--- src/rtl/pc_gen.sv ---
// Program-counter generator for the pipelined RV32I fetch stage.
// Holds the fetch PC and steps it sequentially. It can hold the PC on a
// hazard stall and take EX-stage redirects. A direct-mapped branch target
// buffer predicts taken control transfers for the PC currently being fetched.
module pc_gen #(
  parameter int               XLEN      = 32,
  parameter logic [XLEN-1:0]  RESET_VEC = 32'h0000_0000,
  parameter int               BTB_DEPTH = 8
) (
  input  logic            clk_i,
  input  logic            rst_ni,
  input  logic            stall_i,
  input  logic            redirect_i,
  input  logic [XLEN-1:0] redirect_pc_i,
  input  logic            upd_en_i,
  input  logic [XLEN-1:0] upd_pc_i,
  input  logic [XLEN-1:0] upd_target_i,
  input  logic            upd_taken_i,
  output logic [XLEN-1:0] pc_o,
  output logic            pc_valid_o,
  output logic            pred_taken_o,
  output logic [XLEN-1:0] pred_target_o,
  output logic            misalign_o
);

  localparam int IDX_W = $clog2(BTB_DEPTH);
  localparam int TAG_W = XLEN - IDX_W - 2;

  typedef enum logic {
    ST_BOOT = 1'b0,
    ST_RUN  = 1'b1
  } state_t;

  state_t            state_r;
  logic [XLEN-1:0]   pc_r;
  logic              pc_valid_r;
  logic              misalign_r;

  logic              btb_valid_r  [BTB_DEPTH];
  logic [TAG_W-1:0]  btb_tag_r    [BTB_DEPTH];
  logic [XLEN-1:0]   btb_target_r [BTB_DEPTH];

  logic [IDX_W-1:0]  lk_idx_s;
  logic [TAG_W-1:0]  lk_tag_s;
  logic              hit_s;
  logic              pred_taken_s;
  logic [XLEN-1:0]   pred_target_s;

  logic [IDX_W-1:0]  upd_idx_s;
  logic [TAG_W-1:0]  upd_tag_s;

  logic [XLEN-1:0]   next_pc_s;
  logic              next_misalign_s;

  // The low two bits of the update PC do not select an entry or form the tag.
  logic              unused_s;
  assign unused_s = ^upd_pc_i[1:0];

  // BTB lookup on the current fetch PC. This path is purely combinational.
  always_comb begin
    lk_idx_s      = pc_r[IDX_W+1:2];
    lk_tag_s      = pc_r[XLEN-1:IDX_W+2];
    hit_s         = btb_valid_r[lk_idx_s] && (btb_tag_r[lk_idx_s] == lk_tag_s);
    pred_target_s = btb_target_r[lk_idx_s];
    pred_taken_s  = hit_s & pc_valid_r;
  end

  // Select the next PC. A redirect wins over a stall, a stall wins over a
  // prediction, and a prediction wins over the sequential step.
  always_comb begin
    next_pc_s       = pc_r;
    next_misalign_s = 1'b0;
    if (redirect_i) begin
      next_pc_s       = {redirect_pc_i[XLEN-1:2], 2'b00};
      next_misalign_s = |redirect_pc_i[1:0];
    end else if (stall_i) begin
      next_pc_s       = pc_r;
      next_misalign_s = 1'b0;
    end else if (pred_taken_s) begin
      next_pc_s       = pred_target_s;
      next_misalign_s = 1'b0;
    end else begin
      next_pc_s       = pc_r + XLEN'(32'd4);
      next_misalign_s = 1'b0;
    end
  end

  // Fetch FSM. BOOT spends one cycle marking RESET_VEC as valid. RUN then
  // follows the next-PC selection.
  always_ff @(posedge clk_i or negedge rst_ni) begin
    if (!rst_ni) begin
      state_r    <= ST_BOOT;
      pc_r       <= RESET_VEC;
      pc_valid_r <= 1'b0;
      misalign_r <= 1'b0;
    end else begin
      case (state_r)
        ST_BOOT: begin
          state_r    <= ST_RUN;
          pc_r       <= RESET_VEC;
          pc_valid_r <= 1'b1;
          misalign_r <= 1'b0;
        end
        ST_RUN: begin
          state_r    <= ST_RUN;
          pc_r       <= next_pc_s;
          pc_valid_r <= 1'b1;
          misalign_r <= next_misalign_s;
        end
        default: begin
          state_r    <= ST_BOOT;
          pc_r       <= RESET_VEC;
          pc_valid_r <= 1'b0;
          misalign_r <= 1'b0;
        end
      endcase
    end
  end

  // Split the update PC into a BTB index and a tag.
  always_comb begin
    upd_idx_s = upd_pc_i[IDX_W+1:2];
    upd_tag_s = upd_pc_i[XLEN-1:IDX_W+2];
  end

  // BTB write port. A taken update overwrites the entry. A not-taken update
  // invalidates the entry only when the entry belongs to the same PC.
  // Lookups in the same cycle still see the old contents.
  always_ff @(posedge clk_i or negedge rst_ni) begin
    if (!rst_ni) begin
      for (int i = 0; i < BTB_DEPTH; i++) begin
        btb_valid_r[i]  <= 1'b0;
        btb_tag_r[i]    <= {TAG_W{1'b0}};
        btb_target_r[i] <= {XLEN{1'b0}};
      end
    end else if (upd_en_i) begin
      if (upd_taken_i) begin
        btb_valid_r[upd_idx_s]  <= 1'b1;
        btb_tag_r[upd_idx_s]    <= upd_tag_s;
        btb_target_r[upd_idx_s] <= upd_target_i;
      end else if (btb_tag_r[upd_idx_s] == upd_tag_s) begin
        btb_valid_r[upd_idx_s] <= 1'b0;
      end else begin
        btb_valid_r[upd_idx_s] <= btb_valid_r[upd_idx_s];
      end
    end else begin
      btb_valid_r[upd_idx_s] <= btb_valid_r[upd_idx_s];
    end
  end

  assign pc_o          = pc_r;
  assign pc_valid_o    = pc_valid_r;
  assign misalign_o    = misalign_r;
  assign pred_taken_o  = pred_taken_s;
  assign pred_target_o = pred_target_s;

endmodule

--- config.mk ---
export PLATFORM = sky130hd
export DESIGN_NAME = pc_gen
export DESIGN_NICKNAME = d
export VERILOG_FILES = /design/src/rtl/pc_gen.sv
export SDC_FILE = /design/constraint.sdc
export NUM_CORES = 1
export LEC_CHECK = 0
export BUFFER_PORTS_ARGS = -buffer_cell sky130_fd_sc_hd__buf_2
export CORE_UTILIZATION = 35
export CTS_CLUSTER_DIAMETER = 120
export CTS_CLUSTER_SIZE = 24
export DETAILED_ROUTE_END_ITERATION = 16
export PLACE_DENSITY = 0.51
export SYNTH_ARGS = -nofsm -noshare
export SYNTH_HDL_FRONTEND = slang
export SYNTH_SLANG_ARGS = --single-unit
--- constraint.sdc ---
create_clock -name clk_i -period 3.8 [get_ports clk_i]
set_input_delay 0.57 -clock clk_i [delete_from_list [all_inputs] [get_ports clk_i]]
set_output_delay 0.57 -clock clk_i [all_outputs]
set_load 0.05 [all_outputs]
==> impl_metrics.prom, run 1 <==
# TYPE chip_impl_metric gauge
chip_impl_info{name="status",value="finished with violations"} 1
chip_impl_info{name="violations",value="negative setup slack"} 1
chip_impl_metric{name="max_freq",unit="GHz"} 0.263
chip_impl_metric{name="fin_util",unit="%"} 40.1
chip_impl_info{name="critical_path.startpoint_type",value="register"} 1
chip_impl_metric{name="placement_rows",unit=""} 100
chip_impl_metric{name="antenna_found_initial",unit=""} 13
chip_impl_metric{name="cts-buffers-inserted",unit=""} 25
chip_impl_info{name="critical-path-top-delay-family",value="simple AND/OR/NAND/NOR gates"} 1
chip_impl_metric{name="dr.first_iter.drc_count",unit=""} 1377
chip_impl_metric{name="area_of_the_mapped_netlist",unit="sq um"} 26600
chip_impl_metric{name="grt.overflow.total",unit=""} 0
chip_impl_metric{name="slowest_stage_delay_cp",unit="ns"} 0.57
chip_impl_metric{name="design_area",unit="sq um"} 30000
chip_impl_metric{name="cts_hold_buf",unit=""} 0
chip_impl_metric{name="final_period_util",unit="%"} 100
chip_impl_metric{name="postSynthCellCount",unit=""} 1921
chip_impl_metric{name="grt_max_degree",unit=""} 98
chip_impl_metric{name="routed_wire_per_std_cell",unit="um"} 27.8
chip_impl_metric{name="insertion_delay",unit="ns"} 0.60
chip_impl_metric{name="antenna_left",unit=""} 0
chip_impl_metric{name="dpl.hpwl",unit="um"} 56500
chip_impl_metric{name="yosysSeqAreaShare",unit="%"} 48.3
chip_impl_metric{name="clock_power_share",unit="%"} 20.3
chip_impl_metric{name="initial_core_util",unit="%"} 35.6
chip_impl_metric{name="postPlaceCellArea",unit="sq um"} 28900
chip_impl_metric{name="gpl.final_weighted_congestion",unit=""} 0.884
chip_impl_metric{name="power.leakage",unit="nW"} 12.6
chip_impl_metric{name="power.internal",unit="mW"} 10.1
chip_impl_metric{name="cts_num_sinks",unit=""} 514
chip_impl_metric{name="sequential_power_share",unit="%"} 49.8
chip_impl_metric{name="synth_area_per_cell",unit="sq um"} 13.9
chip_impl_metric{name="synth_edf_count",unit=""} 0
chip_impl_metric{name="final_wirelength",unit="um"} 84900
chip_impl_info{name="holdCritPathClass",value="in -> async"} 1
chip_impl_info{name="timing_worst_setup_path_type",value="reg -> out"} 1
chip_impl_metric{name="synth-warning-count",unit=""} 0
chip_impl_metric{name="x_dimension_of_the_die",unit="um"} 278
chip_impl_metric{name="nFillCells",unit=""} 7033
chip_impl_metric{name="worst_ep_required_time",unit="ns"} 3.23
chip_impl_metric{name="via_count_of_the_first_global_routing_pass",unit=""} 18568
chip_impl_metric{name="num_vias",unit=""} 17647
chip_impl_metric{name="drt_first_pass_iters",unit=""} 5
chip_impl_info{name="tritoncts",value="done"} 1
chip_impl_info{name="rsz0062_at_grt",value="yes"} 1
chip_impl_metric{name="crit_arrival",unit="ns"} 3.24
chip_impl_metric{name="clkSlewWorstSetupHoldPaths",unit="ns"} 0.10
chip_impl_metric{name="total_switching_power",unit="mW"} 4.86
chip_impl_metric{name="final_layout_size_suffix_gt1_share",unit="%"} 48.5
chip_impl_info{name="critical_path.endpoint_type",value="primary output"} 1
chip_impl_metric{name="drc",unit=""} 0
chip_impl_metric{name="setup_viol_count_final",unit=""} 1
chip_impl_metric{name="num-nets-final",unit=""} 2174
chip_impl_metric{name="finalMaxSlewViolations",unit=""} 0
chip_impl_metric{name="synth.ff_latch_count",unit=""} 514
chip_impl_metric{name="vias_per_cell",unit=""} 5.79
chip_impl_metric{name="clock-skew-final",unit="ns"} 0.0271
chip_impl_info{name="synth_ff_type",value="dfrtp_1"} 1
chip_impl_info{name="worst_path_most_repeated_cell",value="buf_4"} 1
chip_impl_metric{name="final.min_clock_period",unit="ns"} 3.81
chip_impl_metric{name="worst-path-buf-inv",unit=""} 4
chip_impl_metric{name="switching_share",unit="%"} 32.4
chip_impl_metric{name="cts_max_path_buffers",unit=""} 3
chip_impl_info{name="clock-root-buffer",value="clkbuf_16"} 1
chip_impl_metric{name="mappedNetlistNets",unit=""} 2024
chip_impl_metric{name="port_buffers",unit=""} 166
chip_impl_metric{name="max_cap_viols",unit=""} 0
chip_impl_info{name="worst_path_max_delay_cell",value="dfrtp_4"} 1
chip_impl_metric{name="timing.final.hold_violations",unit=""} 0
chip_impl_info{name="timing.critical_path.cells",value="buf_4 > nand2b_1 > buf_4 > a211oi_1 > nor4_1 > nor3_1 > and4_4 > nand4_4 > inv_2 > buf_12"} 1
chip_impl_metric{name="flow.area_growth_from_synthesis",unit="%"} 12.7
chip_impl_metric{name="max_vdd_drop",unit="V"} 0.000332
chip_impl_metric{name="ports_placed_on_the_boundary",unit=""} 169
chip_impl_metric{name="grt_first_pass_wirelength",unit="um"} 127000
chip_impl_metric{name="clock_tree.htree_level_count",unit=""} 1
chip_impl_metric{name="power_frac_comb",unit="%"} 29.9
chip_impl_metric{name="worstPathMaxFanout",unit=""} 6
chip_impl_metric{name="max_slew_margin",unit="%"} 35.4
chip_impl_metric{name="timing.final.ws_setup",unit="ns"} -0.00920
chip_impl_metric{name="grt_usage",unit="%"} 21.9
chip_impl_metric{name="core-area",unit="sq um"} 74800
chip_impl_metric{name="tightestPinTransition",unit="ns"} 0.968
chip_impl_metric{name="yosysUniqueCellTypes",unit=""} 74
chip_impl_metric{name="die_h",unit="um"} 278
chip_impl_metric{name="power.density",unit="nW/um^2"} 499
chip_impl_metric{name="fp.dieArea",unit="sq um"} 77200
chip_impl_metric{name="async_reset_ff_share",unit="%"} 100
## timing repair
| item | CTS | global route |
|---|---|---|
| setup buffers | 6 | 15 |
| gates cloned | 1 | 3 |
| endpoints found under the setup margin | 18 | 12 |
| resized for setup | 16 | 12 |
| pin swaps | 1 | 3 |
## power by group through the flow
stage | logic, mW | registers, mW | clock network [mW]
CTS | 4.43 | 7.46 | 3.16
detailed placement | 4.36 | 7.58 | 0
finish | 4.47 | 7.46 | 3.04
global placement | 4.28 | 7.51 | 0
global route | 4.77 | 7.64 | 3.34
floorplan | 3.15 | 7.33 | 0
## synthesized netlist by cell type, drive strengths merged, types with 9 or more instances
cell	count	share of area (%)
nor2	31	0.46
nand2	34	0.48
o32ai	26	0.86
buf	78	2.1
nor2b	19	0.45
nor4	17	0.59
nand4	21	0.52
dfrtp	514	48
o21ai	10	0.19
clkbuf	90	1.3
mux2	542	23
a211oi	17	0.50
a22o	11	0.36
xor2	29	0.95
xnor2	37	1.2
nand3	15	0.28
a31oi	11	0.26
a221oi	26	0.88
o22ai	10	0.23
mux2i	92	3.5
a22oi	22	0.64
nor3	19	0.36
a21oi	39	0.73
mux4	108	9.1
inv	9	0.15
and3	34	0.80
## cells in the final DEF (no fill, tap or decap), drive strengths merged, types with 15 or more instances in the layout
cell type,instances
a211oi,17
a21oi,39
a221oi,26
a22oi,22
and3,34
buf,287
clkbuf,32
dfrtp,514
mux2,542
mux2i,92
mux4,108
nand2,34
nand3,15
nand4,21
nor2,31
nor2b,19
nor3,19
nor4,17
o32ai,26
xnor2,37
xor2,29
## worst register-to-register path: cells and delay by family (launching register included)
family	cells	cell delay, ns
adders and majority gates	1	0.46
xor gates and xnor gates	1	0.17
buffers and inverters	3	0.98
and+or+nand+nor	5	0.94
muxes	1	0.10
DFF	1	0.48
AOI/OAI and AO/OA	1	0.23
## sequential cells by signal, summed over array words and instances, names as in the netlist
name	flops
pc_o	32
pc_valid_o	1
btb_tag_r	216
misalign_o	1
btb_valid_r	8
btb_target_r	256
## path summary, 6_finish.rpt
path	slack, ns	cells after the start	from	end
worst max-delay path	-0.009	10	pc_o[4]$_DFFE_PN0P_	pred_taken_o
worst min-delay path	0.04	1	rst_ni	btb_target_r[91]$_DFFE_PN0P_
worst max register to register	0.35	12	pc_o[2]$_DFFE_PN0P_	pc_o[28]$_DFFE_PN0P_
worst min register to register	0.51	1	btb_target_r[158]$_DFFE_PN0P_	btb_target_r[158]$_DFFE_PN0P_
max in group asynchronous	2.70	2	rst_ni	btb_tag_r[53]$_DFFE_PN0P_
min in group clk_i	0.24	3	redirect_pc_i[0]	misalign_o$_DFF_PN0_
## kinds of logic (layout without fill, tap and decap cells)
family | after synthesis | count (layout) | synth area share (%)
AOI/OAI and AO/OA | 201 | 201 | 5.62
xor gates and xnor gates | 66 | 66 | 2.17
adders and majority gates | 1 | 1 | 0.0470
buffers and inverters | 177 | 332 | 3.53
DFF | 514 | 514 | 48.3
muxes | 742 | 742 | 35.5
other | 1 | 5 | 0.0141
and+or+nand+nor | 219 | 219 | 4.77
## per-layer routing
metal	track usage [%]	wire length, um
met3	3.58	4660
met5	0	45
met1	30.4	37500
met4	5.28	1960
met2	35.6	40800
## area by class of cell
type                       count  area, sq um  area share, %
multi-input combinational   1230        13000           43.2
sequential                   514        12900           42.9
timing repair buffer         291         2240           7.48
tap                          969         1210           4.04
clock buffer                  29          641           2.13
inverter                       9         38.8          0.129
clock inverter                 3         25.0         0.0834
antenna                        4         10.0         0.0333
## stage by stage
| step | setup TNS, ns | std cells | hold slack, ns | setup WS [ns] | total power, mW |
|---|---|---|---|---|---|
| after floorplan | 0 | 1921 | 0.274 | 0.376 | 10.5 |
| after global placement | 0 | 2988 | 0.483 | 0.156 | 11.8 |
| after detailed placement | 0 | 2988 | 0.491 | 0.135 | 11.9 |
| after CTS | -0.0757 | 3027 | 0.0827 | -0.0757 | 15.1 |
| after global routing | -0.111 | 3047 | 0.102 | -0.111 | 15.8 |
| final | -0.00920 | 3049 | 0.0374 | -0.00920 | 15.0 |
No activity file was read; power rests on OpenSTA's default activity.
==> run 2, diff against run 1 <==
--- a/config.mk
+++ b/config.mk
@@ -6,11 +6,12 @@
 export NUM_CORES = 1
 export LEC_CHECK = 0
 export BUFFER_PORTS_ARGS = -buffer_cell sky130_fd_sc_hd__buf_2
-export CORE_UTILIZATION = 35
+export CORE_UTILIZATION = 55
+export CTS_BUF_LIST = sky130_fd_sc_hd__clkbuf_16
 export CTS_CLUSTER_DIAMETER = 120
 export CTS_CLUSTER_SIZE = 24
 export DETAILED_ROUTE_END_ITERATION = 16
-export PLACE_DENSITY = 0.51
+export PLACE_DENSITY = 0.73
 export SYNTH_ARGS = -nofsm -noshare
 export SYNTH_HDL_FRONTEND = slang
 export SYNTH_SLANG_ARGS = --single-unit
==> run 2 against run 1 <==
  * Utilization grew 22 points
  * Largest cell class unchanged
  * Total power down 0.86%
  * Clock power decreased by 3%
  * First-iteration DRC count up 17%
  * The flow now finishes without violations
==> impl_metrics.prom, run 2 (synthesis results as in run 1) <==
# TYPE chip_impl_metric gauge
chip_impl_info{name="status",value="complete, no violations"} 1
chip_impl_info{name="mostFrequentLayoutCell",value="mux2_2"} 1
chip_impl_metric{name="via_count_of_the_first_global_routing_pass",unit=""} 18495
chip_impl_metric{name="num-nets-final",unit=""} 2168
chip_impl_metric{name="x_dimension_of_the_die",unit="um"} 222
chip_impl_metric{name="drc",unit=""} 0
chip_impl_info{name="clock-root-buffer",value="clkbuf_16"} 1
chip_impl_metric{name="final.min_clock_period",unit="ns"} 3.80
chip_impl_metric{name="grt_first_pass_wirelength",unit="um"} 114000
chip_impl_metric{name="clock_power_share",unit="%"} 19.9
chip_impl_metric{name="tightestPinTransition",unit="ns"} 1.12
chip_impl_metric{name="max_cap_viols",unit=""} 0
chip_impl_metric{name="final_wirelength",unit="um"} 74600
chip_impl_info{name="critical_path.startpoint_type",value="register"} 1
chip_impl_info{name="hold_path_end",value="misalign_o$_DFF_PN0_"} 1
chip_impl_metric{name="max_slew_margin",unit="%"} 25.5
chip_impl_info{name="timing_worst_setup_path_type",value="reg -> out"} 1
chip_impl_metric{name="crit_arrival",unit="ns"} 3.23
chip_impl_metric{name="flow.area_growth_from_synthesis",unit="%"} 10.7
chip_impl_info{name="hp-start",value="redirect_pc_i[0]"} 1
chip_impl_metric{name="grt_max_degree",unit=""} 142
chip_impl_metric{name="worst_r2r_setup_slack",unit="ns"} 0.43
chip_impl_metric{name="power.internal",unit="mW"} 10.1
chip_impl_metric{name="dr.first_iter.drc_count",unit=""} 1612
chip_impl_metric{name="cts_max_path_buffers",unit=""} 3
chip_impl_metric{name="finalMaxSlewViolations",unit=""} 0
chip_impl_metric{name="max_freq",unit="GHz"} 0.263
chip_impl_info{name="regMostFlops",value="btb_target_r"} 1
chip_impl_metric{name="fp.dieArea",unit="sq um"} 49300
chip_impl_metric{name="power.density",unit="nW/um^2"} 504
chip_impl_metric{name="clock_tree.htree_level_count",unit=""} 1
chip_impl_metric{name="final_period_util",unit="%"} 99.9
chip_impl_metric{name="clkSlewWorstSetupHoldPaths",unit="ns"} 0.10
chip_impl_metric{name="grt.overflow.total",unit=""} 0
chip_impl_metric{name="gpl.final_weighted_congestion",unit=""} 0.945
chip_impl_info{name="tritoncts",value="done"} 1
chip_impl_metric{name="routed_wire_per_std_cell",unit="um"} 27.7
chip_impl_metric{name="worst_ep_required_time",unit="ns"} 3.23
chip_impl_info{name="critical_path.reg2reg.startpoint",value="pc_o[3]$_DFFE_PN0P_"} 1
chip_impl_metric{name="clock-skew-final",unit="ns"} 0.0177
chip_impl_metric{name="core-area",unit="sq um"} 47700
chip_impl_metric{name="antenna_found_initial",unit=""} 10
chip_impl_metric{name="total_switching_power",unit="mW"} 4.74
chip_impl_metric{name="placement_rows",unit=""} 80
chip_impl_metric{name="initial_core_util",unit="%"} 55.8
chip_impl_metric{name="dpl.hpwl",unit="um"} 48600
chip_impl_metric{name="power.leakage",unit="nW"} 12.6
chip_impl_metric{name="design_area",unit="sq um"} 29500
chip_impl_metric{name="drt_first_pass_iters",unit=""} 5
chip_impl_metric{name="cts_num_sinks",unit=""} 514
chip_impl_metric{name="timing.final.ws_setup",unit="ns"} 0.00304
chip_impl_metric{name="min_path_cells",unit=""} 3
chip_impl_info{name="rsz0062_at_grt",value="yes"} 1
chip_impl_metric{name="switching_share",unit="%"} 31.9
chip_impl_metric{name="insertion_delay",unit="ns"} 0.59
chip_impl_info{name="r2r-end",value="pc_o[4]$_DFFE_PN0P_"} 1
chip_impl_info{name="critical_path.endpoint_type",value="primary output"} 1
chip_impl_metric{name="cts-buffers-inserted",unit=""} 25
chip_impl_metric{name="vias_per_cell",unit=""} 6.62
chip_impl_metric{name="grt_usage",unit="%"} 30.1
chip_impl_info{name="holdCritPathClass",value="in -> reg"} 1
chip_impl_metric{name="timing.final.hold_violations",unit=""} 0
chip_impl_metric{name="max_vdd_drop",unit="V"} 0.000418
chip_impl_metric{name="postPlaceCellArea",unit="sq um"} 28300
chip_impl_metric{name="num_vias",unit=""} 17819
chip_impl_metric{name="ports_placed_on_the_boundary",unit=""} 169
chip_impl_metric{name="die_h",unit="um"} 222
chip_impl_metric{name="largest_register_ff_count",unit=""} 256
chip_impl_metric{name="sequential_power_share",unit="%"} 50.3
chip_impl_metric{name="antenna_left",unit=""} 0
chip_impl_metric{name="timing.reg2reg.worst_path_depth",unit=""} 13
chip_impl_metric{name="power_frac_comb",unit="%"} 29.7
chip_impl_info{name="layout.cells.most_common_list",value="mux2_2 (537), dfrtp_1 (511), buf_2 (164), mux4_2 (108), mux2i_1 (87)"} 1
chip_impl_metric{name="final.setup.tns",unit="ns"} 0
chip_impl_metric{name="nFillCells",unit=""} 3651
chip_impl_metric{name="port_buffers",unit=""} 166
chip_impl_metric{name="final_layout_size_suffix_gt1_share",unit="%"} 48.5
chip_impl_metric{name="dpl_worst_slack",unit="ns"} 0.210
chip_impl_metric{name="worstPathMaxFanout",unit=""} 7
chip_impl_metric{name="setup_viol_count_final",unit=""} 0
==> run 2: changes by cell type in the layout (fill, tap and decap cells not counted), moves of 3 or more <==
cell and change:
clkbuf_16 -3, inv_1 +3, buf_8 +3, buf_12 -4, buf_4 -9, buf_6 +7, clkbuf_1 -4
==> run 2: repair_timing <==
item                       in CTS  in global routing
resized for setup              18                 24
buffers inserted                9                 14
setup endpoints to repair       1                 13
pin swaps                       2                 10
gates cloned                    1                  0
hold buffers                    1                  0
hold endpoints to repair       38                  0
==> run 2: how the worst max path moves through the flow <==
| stage | depth (start not counted) | to | start | slack (ns) |
|---|---|---|---|---|
| 2_1_floorplan | 10 | pred_taken_o | pc_o[3]$_DFFE_PN0P_ | 0.38 |
| 3_3_place_gp | 9 | pred_taken_o | pc_o[3]$_DFFE_PN0P_ | 0.26 |
| 3_5_place_dp | 10 | pred_taken_o | pc_o[3]$_DFFE_PN0P_ | 0.21 |
| 4_1_cts | 10 | pred_taken_o | pc_o[3]$_DFFE_PN0P_ | 0.005 |
| 5_1_grt | 11 | pred_taken_o | pc_o[3]$_DFFE_PN0P_ | -0.07 |
| 6_report | 11 | pred_taken_o | pc_o[3]$_DFFE_PN0P_ | 0.003 |
==> run 2: layer usage <==
| metal | vias up | routed length (um) | GRT usage (%) |
|---|---|---|---|
| li1 | 7530 | - | - |
| met4 | 8 | 2580 | 9.12 |
| met3 | 159 | 5900 | 5.83 |
| met1 | 9419 | 30200 | 41.0 |
| met2 | 703 | 35800 | 49.1 |
| met5 | - | 49 | 0 |
==> run 2: layout make-up <==
| type | count | area, sq um | area share [%] |
|---|---|---|---|
| tap | 615 | 769 | 2.61 |
| antenna | 6 | 15.0 | 0.0509 |
| clock inverter | 6 | 37.5 | 0.127 |
| sequential | 514 | 12900 | 43.7 |
| clock buffer | 25 | 626 | 2.12 |
| multi-input combinational | 1230 | 13000 | 44.1 |
| timing repair buffer | 285 | 2110 | 7.17 |
| inverter | 9 | 38.8 | 0.132 |
==> run 2: metrics by stage <==
stage | power, mW | cells | utilization, % | hold WS, ns
after floorplan | 10.5 | 1921 | - | 0.274
after global placement | 11.6 | 2629 | 59.3 | 0.483
after detailed placement | 11.8 | 2629 | 59.3 | 0.491
after CTS | 14.8 | 2671 | 61.2 | 0.222
after global routing | 15.5 | 2689 | 61.7 | 0.238
final | 14.8 | 2690 | 61.7 | 0.234
==> run 2: worst max-delay path: stages, from the launching register on <==
cell	delay [ns]
dfrtp_4	0.53
buf_12	0.16
buf_12	0.13
buf_12	0.14
mux2i_1	0.22
a22oi_2	0.16
and4_1	0.25
nor4_2	0.31
and4b_2	0.31
nand4_4	0.16
inv_2	0.11
buf_8	0.14
==> run 2: power groups by stage <==
| stage | Combinational [mW] | Sequential [mW] | Clock (mW) |
|---|---|---|---|
| finish | 4.41 | 7.47 | 2.96 |
| global route | 4.68 | 7.63 | 3.18 |
| CTS | 4.31 | 7.47 | 3.00 |
| detailed placement | 4.23 | 7.59 | 0 |
| global placement | 4.11 | 7.47 | 0 |
| floorplan | 3.15 | 7.33 | 0 |
==> run 3, diff against run 2 <==
--- a/config.mk
+++ b/config.mk
@@ -5,7 +5,9 @@
 export SDC_FILE = /design/constraint.sdc
 export NUM_CORES = 1
 export LEC_CHECK = 0
+export ABC_AREA = 1
 export BUFFER_PORTS_ARGS = -buffer_cell sky130_fd_sc_hd__buf_2
+export CAP_MARGIN = 20
 export CORE_UTILIZATION = 55
 export CTS_BUF_LIST = sky130_fd_sc_hd__clkbuf_16
 export CTS_CLUSTER_DIAMETER = 120
==> run 3 against run 2 <==
  * Sequential share of layout area fell by 1.2 points
  * Critical path depth rose by 3
  * Via count rose by 47%
  * Highest routed layer unchanged
  * Flip-flop and latch count did not move
  * Final cell count rose by 69%
  * First-iteration DRC count rose by 80%
  * Clock power rose by 1%
  * Global-route usage rose by 4.9 points
  * Largest power group unchanged
  * Setup slack improved by 0.040 ns
  * Combinational power barely moved
  * Die area rose by 3.1%
==> impl_metrics.prom, run 3 <==
# TYPE chip_impl_metric gauge
chip_impl_info{name="status",value="complete, no violations"} 1
chip_impl_metric{name="dpl_worst_slack",unit="ns"} 0.349
chip_impl_info{name="r2r-end",value="pc_o[17]$_DFFE_PN0P_"} 1
chip_impl_metric{name="min_path_cells",unit=""} 3
chip_impl_metric{name="max_slew_margin",unit="%"} 37.2
chip_impl_metric{name="drc",unit=""} 0
chip_impl_metric{name="flow.area_growth_from_synthesis",unit="%"} 10.3
chip_impl_metric{name="nFillCells",unit=""} 4578
chip_impl_metric{name="synth_edf_count",unit=""} 0
chip_impl_metric{name="x_dimension_of_the_die",unit="um"} 225
chip_impl_metric{name="clock-skew-final",unit="ns"} 0.0247
chip_impl_metric{name="antenna_found_initial",unit=""} 11
chip_impl_metric{name="worstPathMaxFanout",unit=""} 16
chip_impl_metric{name="crit_arrival",unit="ns"} 3.19
chip_impl_info{name="mostFrequentLayoutCell",value="nand2_1"} 1
chip_impl_info{name="timing_worst_setup_path_type",value="reg -> out"} 1
chip_impl_metric{name="num-nets-final",unit=""} 3973
chip_impl_info{name="layout.cells.most_common_list",value="nand2_1 (1086), o21ai_0 (548), dfrtp_1 (511), inv_1 (388), nor2_1 (346)"} 1
chip_impl_info{name="synth_ff_type",value="dfrtp_1"} 1
chip_impl_info{name="critical_path.startpoint_type",value="register"} 1
chip_impl_metric{name="worst_r2r_setup_slack",unit="ns"} 0.41
chip_impl_metric{name="num_vias",unit=""} 26259
chip_impl_info{name="critical_path.reg2reg.startpoint",value="pc_o[2]$_DFFE_PN0P_"} 1
chip_impl_metric{name="fp.dieArea",unit="sq um"} 50800
chip_impl_metric{name="worst_hold_slack",unit="ns"} 0.177
chip_impl_info{name="post-synth-top-area-cell",value="dfrtp_1"} 1
chip_impl_metric{name="synth.ff_latch_count",unit=""} 514
chip_impl_metric{name="synth_area_per_cell",unit="sq um"} 7.21
chip_impl_metric{name="clkSlewWorstSetupHoldPaths",unit="ns"} 0.10
chip_impl_metric{name="area_of_the_mapped_netlist",unit="sq um"} 27500
chip_impl_info{name="clock-root-buffer",value="clkbuf_16"} 1
chip_impl_info{name="synth.area.top_cells",value="dfrtp_1 (47%), nand2_1 (15%), o21ai_0 (10%)"} 1
chip_impl_metric{name="largest_register_ff_count",unit=""} 256
chip_impl_metric{name="finalMaxSlewViolations",unit=""} 0
chip_impl_metric{name="yosysUniqueCellTypes",unit=""} 41
chip_impl_metric{name="max_freq",unit="GHz"} 0.266
chip_impl_metric{name="setup_viol_count_final",unit=""} 0
chip_impl_metric{name="yosysSeqAreaShare",unit="%"} 46.8
chip_impl_metric{name="netlist.area_leader.share",unit="%"} 46.8
chip_impl_metric{name="max_cap_viols",unit=""} 0
chip_impl_info{name="rsz0062_at_grt",value="yes"} 1
chip_impl_metric{name="dr.first_iter.drc_count",unit=""} 2899
chip_impl_info{name="timing.critical_path.cells",value="buf_12 > inv_8 > nand2_1 > nand3_1 > nand2_1 > inv_1 > nand2_1 > nand2_1 > nand2_1 > inv_1 > nand3_1 > nor4_2 > nor3b_4 > buf_6"} 1
chip_impl_metric{name="final_wirelength",unit="um"} 89000
chip_impl_metric{name="postSynthCellCount",unit=""} 3812
chip_impl_metric{name="fin_total_pwr",unit="mW"} 14.6
chip_impl_metric{name="worst_ep_required_time",unit="ns"} 3.23
chip_impl_metric{name="timing.reg2reg.worst_path_depth",unit=""} 15
chip_impl_metric{name="grt_max_degree",unit=""} 97
chip_impl_metric{name="mappedNetlistNets",unit=""} 3915
chip_impl_metric{name="port_buffers",unit=""} 166
chip_impl_metric{name="final_period_util",unit="%"} 98.9
chip_impl_info{name="critical_path.endpoint_type",value="primary output"} 1
chip_impl_info{name="synth.top_cells.by_count",value="nand2_1 (1089), o21ai_0 (548), dfrtp_1 (514), inv_1 (387), nor2_1 (350)"} 1
chip_impl_metric{name="drt_first_pass_iters",unit=""} 6
chip_impl_metric{name="grt_first_pass_wirelength",unit="um"} 138000
chip_impl_metric{name="cts_num_sinks",unit=""} 514
chip_impl_info{name="hp-start",value="upd_target_i[22]"} 1
chip_impl_metric{name="vias_per_cell",unit=""} 5.78
chip_impl_metric{name="grt.overflow.total",unit=""} 0
chip_impl_info{name="hold_path_end",value="btb_target_r[22]$_DFFE_PN0P_"} 1
chip_impl_metric{name="timing.final.hold_violations",unit=""} 0
chip_impl_info{name="regMostFlops",value="btb_target_r"} 1
chip_impl_metric{name="final.min_clock_period",unit="ns"} 3.76
chip_impl_metric{name="routed_wire_per_std_cell",unit="um"} 19.6
chip_impl_metric{name="core-area",unit="sq um"} 49100
chip_impl_metric{name="initial_core_util",unit="%"} 56.0
chip_impl_metric{name="final_layout_size_suffix_gt1_share",unit="%"} 8.94
chip_impl_metric{name="cts_max_path_buffers",unit=""} 3
chip_impl_metric{name="max_vdd_drop",unit="V"} 0.000365
chip_impl_metric{name="async_reset_ff_share",unit="%"} 100
chip_impl_info{name="worst_path_most_repeated_cell",value="nand2_1"} 1
chip_impl_metric{name="insertion_delay",unit="ns"} 0.62
chip_impl_metric{name="slowest_stage_delay_cp",unit="ns"} 0.66
chip_impl_metric{name="grt_usage",unit="%"} 35.0
chip_impl_metric{name="power.leakage",unit="nW"} 15.0
chip_impl_metric{name="die_h",unit="um"} 225
chip_impl_info{name="tritoncts",value="done"} 1
chip_impl_metric{name="synth-warning-count",unit=""} 0
chip_impl_metric{name="power.density",unit="nW/um^2"} 483
chip_impl_info{name="yosys.cell_count.top_type",value="nand2_1"} 1
chip_impl_metric{name="cts-buffers-inserted",unit=""} 25
chip_impl_metric{name="timing.final.ws_setup",unit="ns"} 0.0433
chip_impl_info{name="critical-path-top-delay-family",value="simple AND/OR/NAND/NOR gates"} 1
chip_impl_metric{name="gpl.final_weighted_congestion",unit=""} 0.962
chip_impl_metric{name="worst-path-buf-inv",unit=""} 5
chip_impl_metric{name="antenna_left",unit=""} 0
chip_impl_metric{name="fin_util",unit="%"} 61.8
chip_impl_metric{name="placement_rows",unit=""} 81
chip_impl_metric{name="ports_placed_on_the_boundary",unit=""} 169
chip_impl_metric{name="clock_tree.htree_level_count",unit=""} 1
chip_impl_metric{name="tightestPinTransition",unit="ns"} 0.943
chip_impl_metric{name="via_count_of_the_first_global_routing_pass",unit=""} 24176
chip_impl_metric{name="dpl.hpwl",unit="um"} 57900
chip_impl_info{name="worst_path_max_delay_cell",value="dfrtp_4"} 1
chip_impl_info{name="holdCritPathClass",value="in -> reg"} 1
[run 3: changes by cell type after synthesis, sizes merged, moves of 92 or more]
| cell | previous run | this run |
|---|---|---|
| nand2 | 34 | 1090 |
| mux4 | 108 | 0 |
| nand3 | 15 | 318 |
| mux2i | 92 | 0 |
| inv | 9 | 394 |
| o22ai | 10 | 104 |
| nor2 | 31 | 354 |
| mux2 | 542 | 0 |
| o21ai | 10 | 552 |
[run 3: worst max-delay path by stage]
stage	start	end	cells after the start
after global placement	pc_o[4]$_DFFE_PN0P_	pred_taken_o	12
after CTS	pc_o[2]$_DFFE_PN0P_	pred_taken_o	12
after global routing	pc_o[2]$_DFFE_PN0P_	pred_taken_o	14
after floorplan	pc_o[2]$_DFFE_PN0P_	pred_taken_o	14
final	pc_o[2]$_DFFE_PN0P_	pred_taken_o	14
after detailed placement	pc_o[4]$_DFFE_PN0P_	pred_taken_o	12
[run 3: cell type report]
class | count | area, sq um | area share [%]
antenna | 7 | 17.5 | 0.0578
clock buffer | 25 | 626 | 2.07
clock inverter | 4 | 45.0 | 0.149
inverter | 398 | 1530 | 5.04
multi-input combinational | 2662 | 12200 | 40.2
sequential | 514 | 12900 | 42.5
tap | 664 | 831 | 2.74
timing repair buffer | 267 | 2170 | 7.18
timing repair inverter | 2 | 22.5 | 0.0743
[run 3: what timing repair did]
| action | CTS | global route |
|---|---|---|
| buffers inserted | 3 | 1 |
| hold buffers | 1 | 0 |
| endpoints found under the hold margin | 60 | 0 |
| endpoints found under the setup margin | 11 | 4 |
| pin swaps | 1 | 0 |
| gates cloned | 2 | 4 |
| gates resized for setup | 17 | 17 |
[run 3: cells by family after synthesis]
family          Yosys count  share of synthesized area [%]
fa+ha+maj                 1                         0.0455
other cells               1                         0.0137
simple gates           1822                           27.1
compound gates          817                           15.9
xor+xnor                 20                          0.638
buf+inv                 637                           9.47
flops                   514                           46.8
[run 3: layer usage]
layer	wire (um)	GRT usage (%)	share of wire (%)	vias up
met1	35700	47.0	40	12370
met5	38	0	0.043	-
li1	-	-	-	12403
met4	5100	17.5	5.7	6
met3	7560	4.98	8.5	239
met2	40600	55.6	46	1241
[run 3: report_power, final]
| group | switching (mW) | internal [mW] |
|---|---|---|
| Clock | 1.80 | 1.20 |
| Sequential | 0.607 | 6.59 |
| Combinational | 2.98 | 1.45 |
| Total | 5.39 | 9.24 |
[run 3: stage by stage]
stage / instances / setup TNS [ns] / cell area (sq um)
after detailed placement: 4496 / 0 / 29300
after global routing: 4543 / -0.102 / 30300
after global placement: 4496 / 0 / 29300
final: 4543 / 0 / 30300
after floorplan: 3812 / 0 / 27500
after CTS: 4531 / -0.0281 / 30100
[run 3: worst reg2reg max path: stages, from the launching register on]
cell       delay [ns]
dfrtp_4          0.69
clkbuf_16        0.38
nand2_1          0.10
nand3_1          0.10
nand3_1          0.09
nand2_1          0.23
nand2_1          0.08
nand2_1          0.08
nand2_1          0.05
nor2_1           0.22
nand3_1          0.17
nor2_4           0.53
nand3_1          0.30
nand3_1          0.19
nand2_1          0.06
nand2_1          0.05
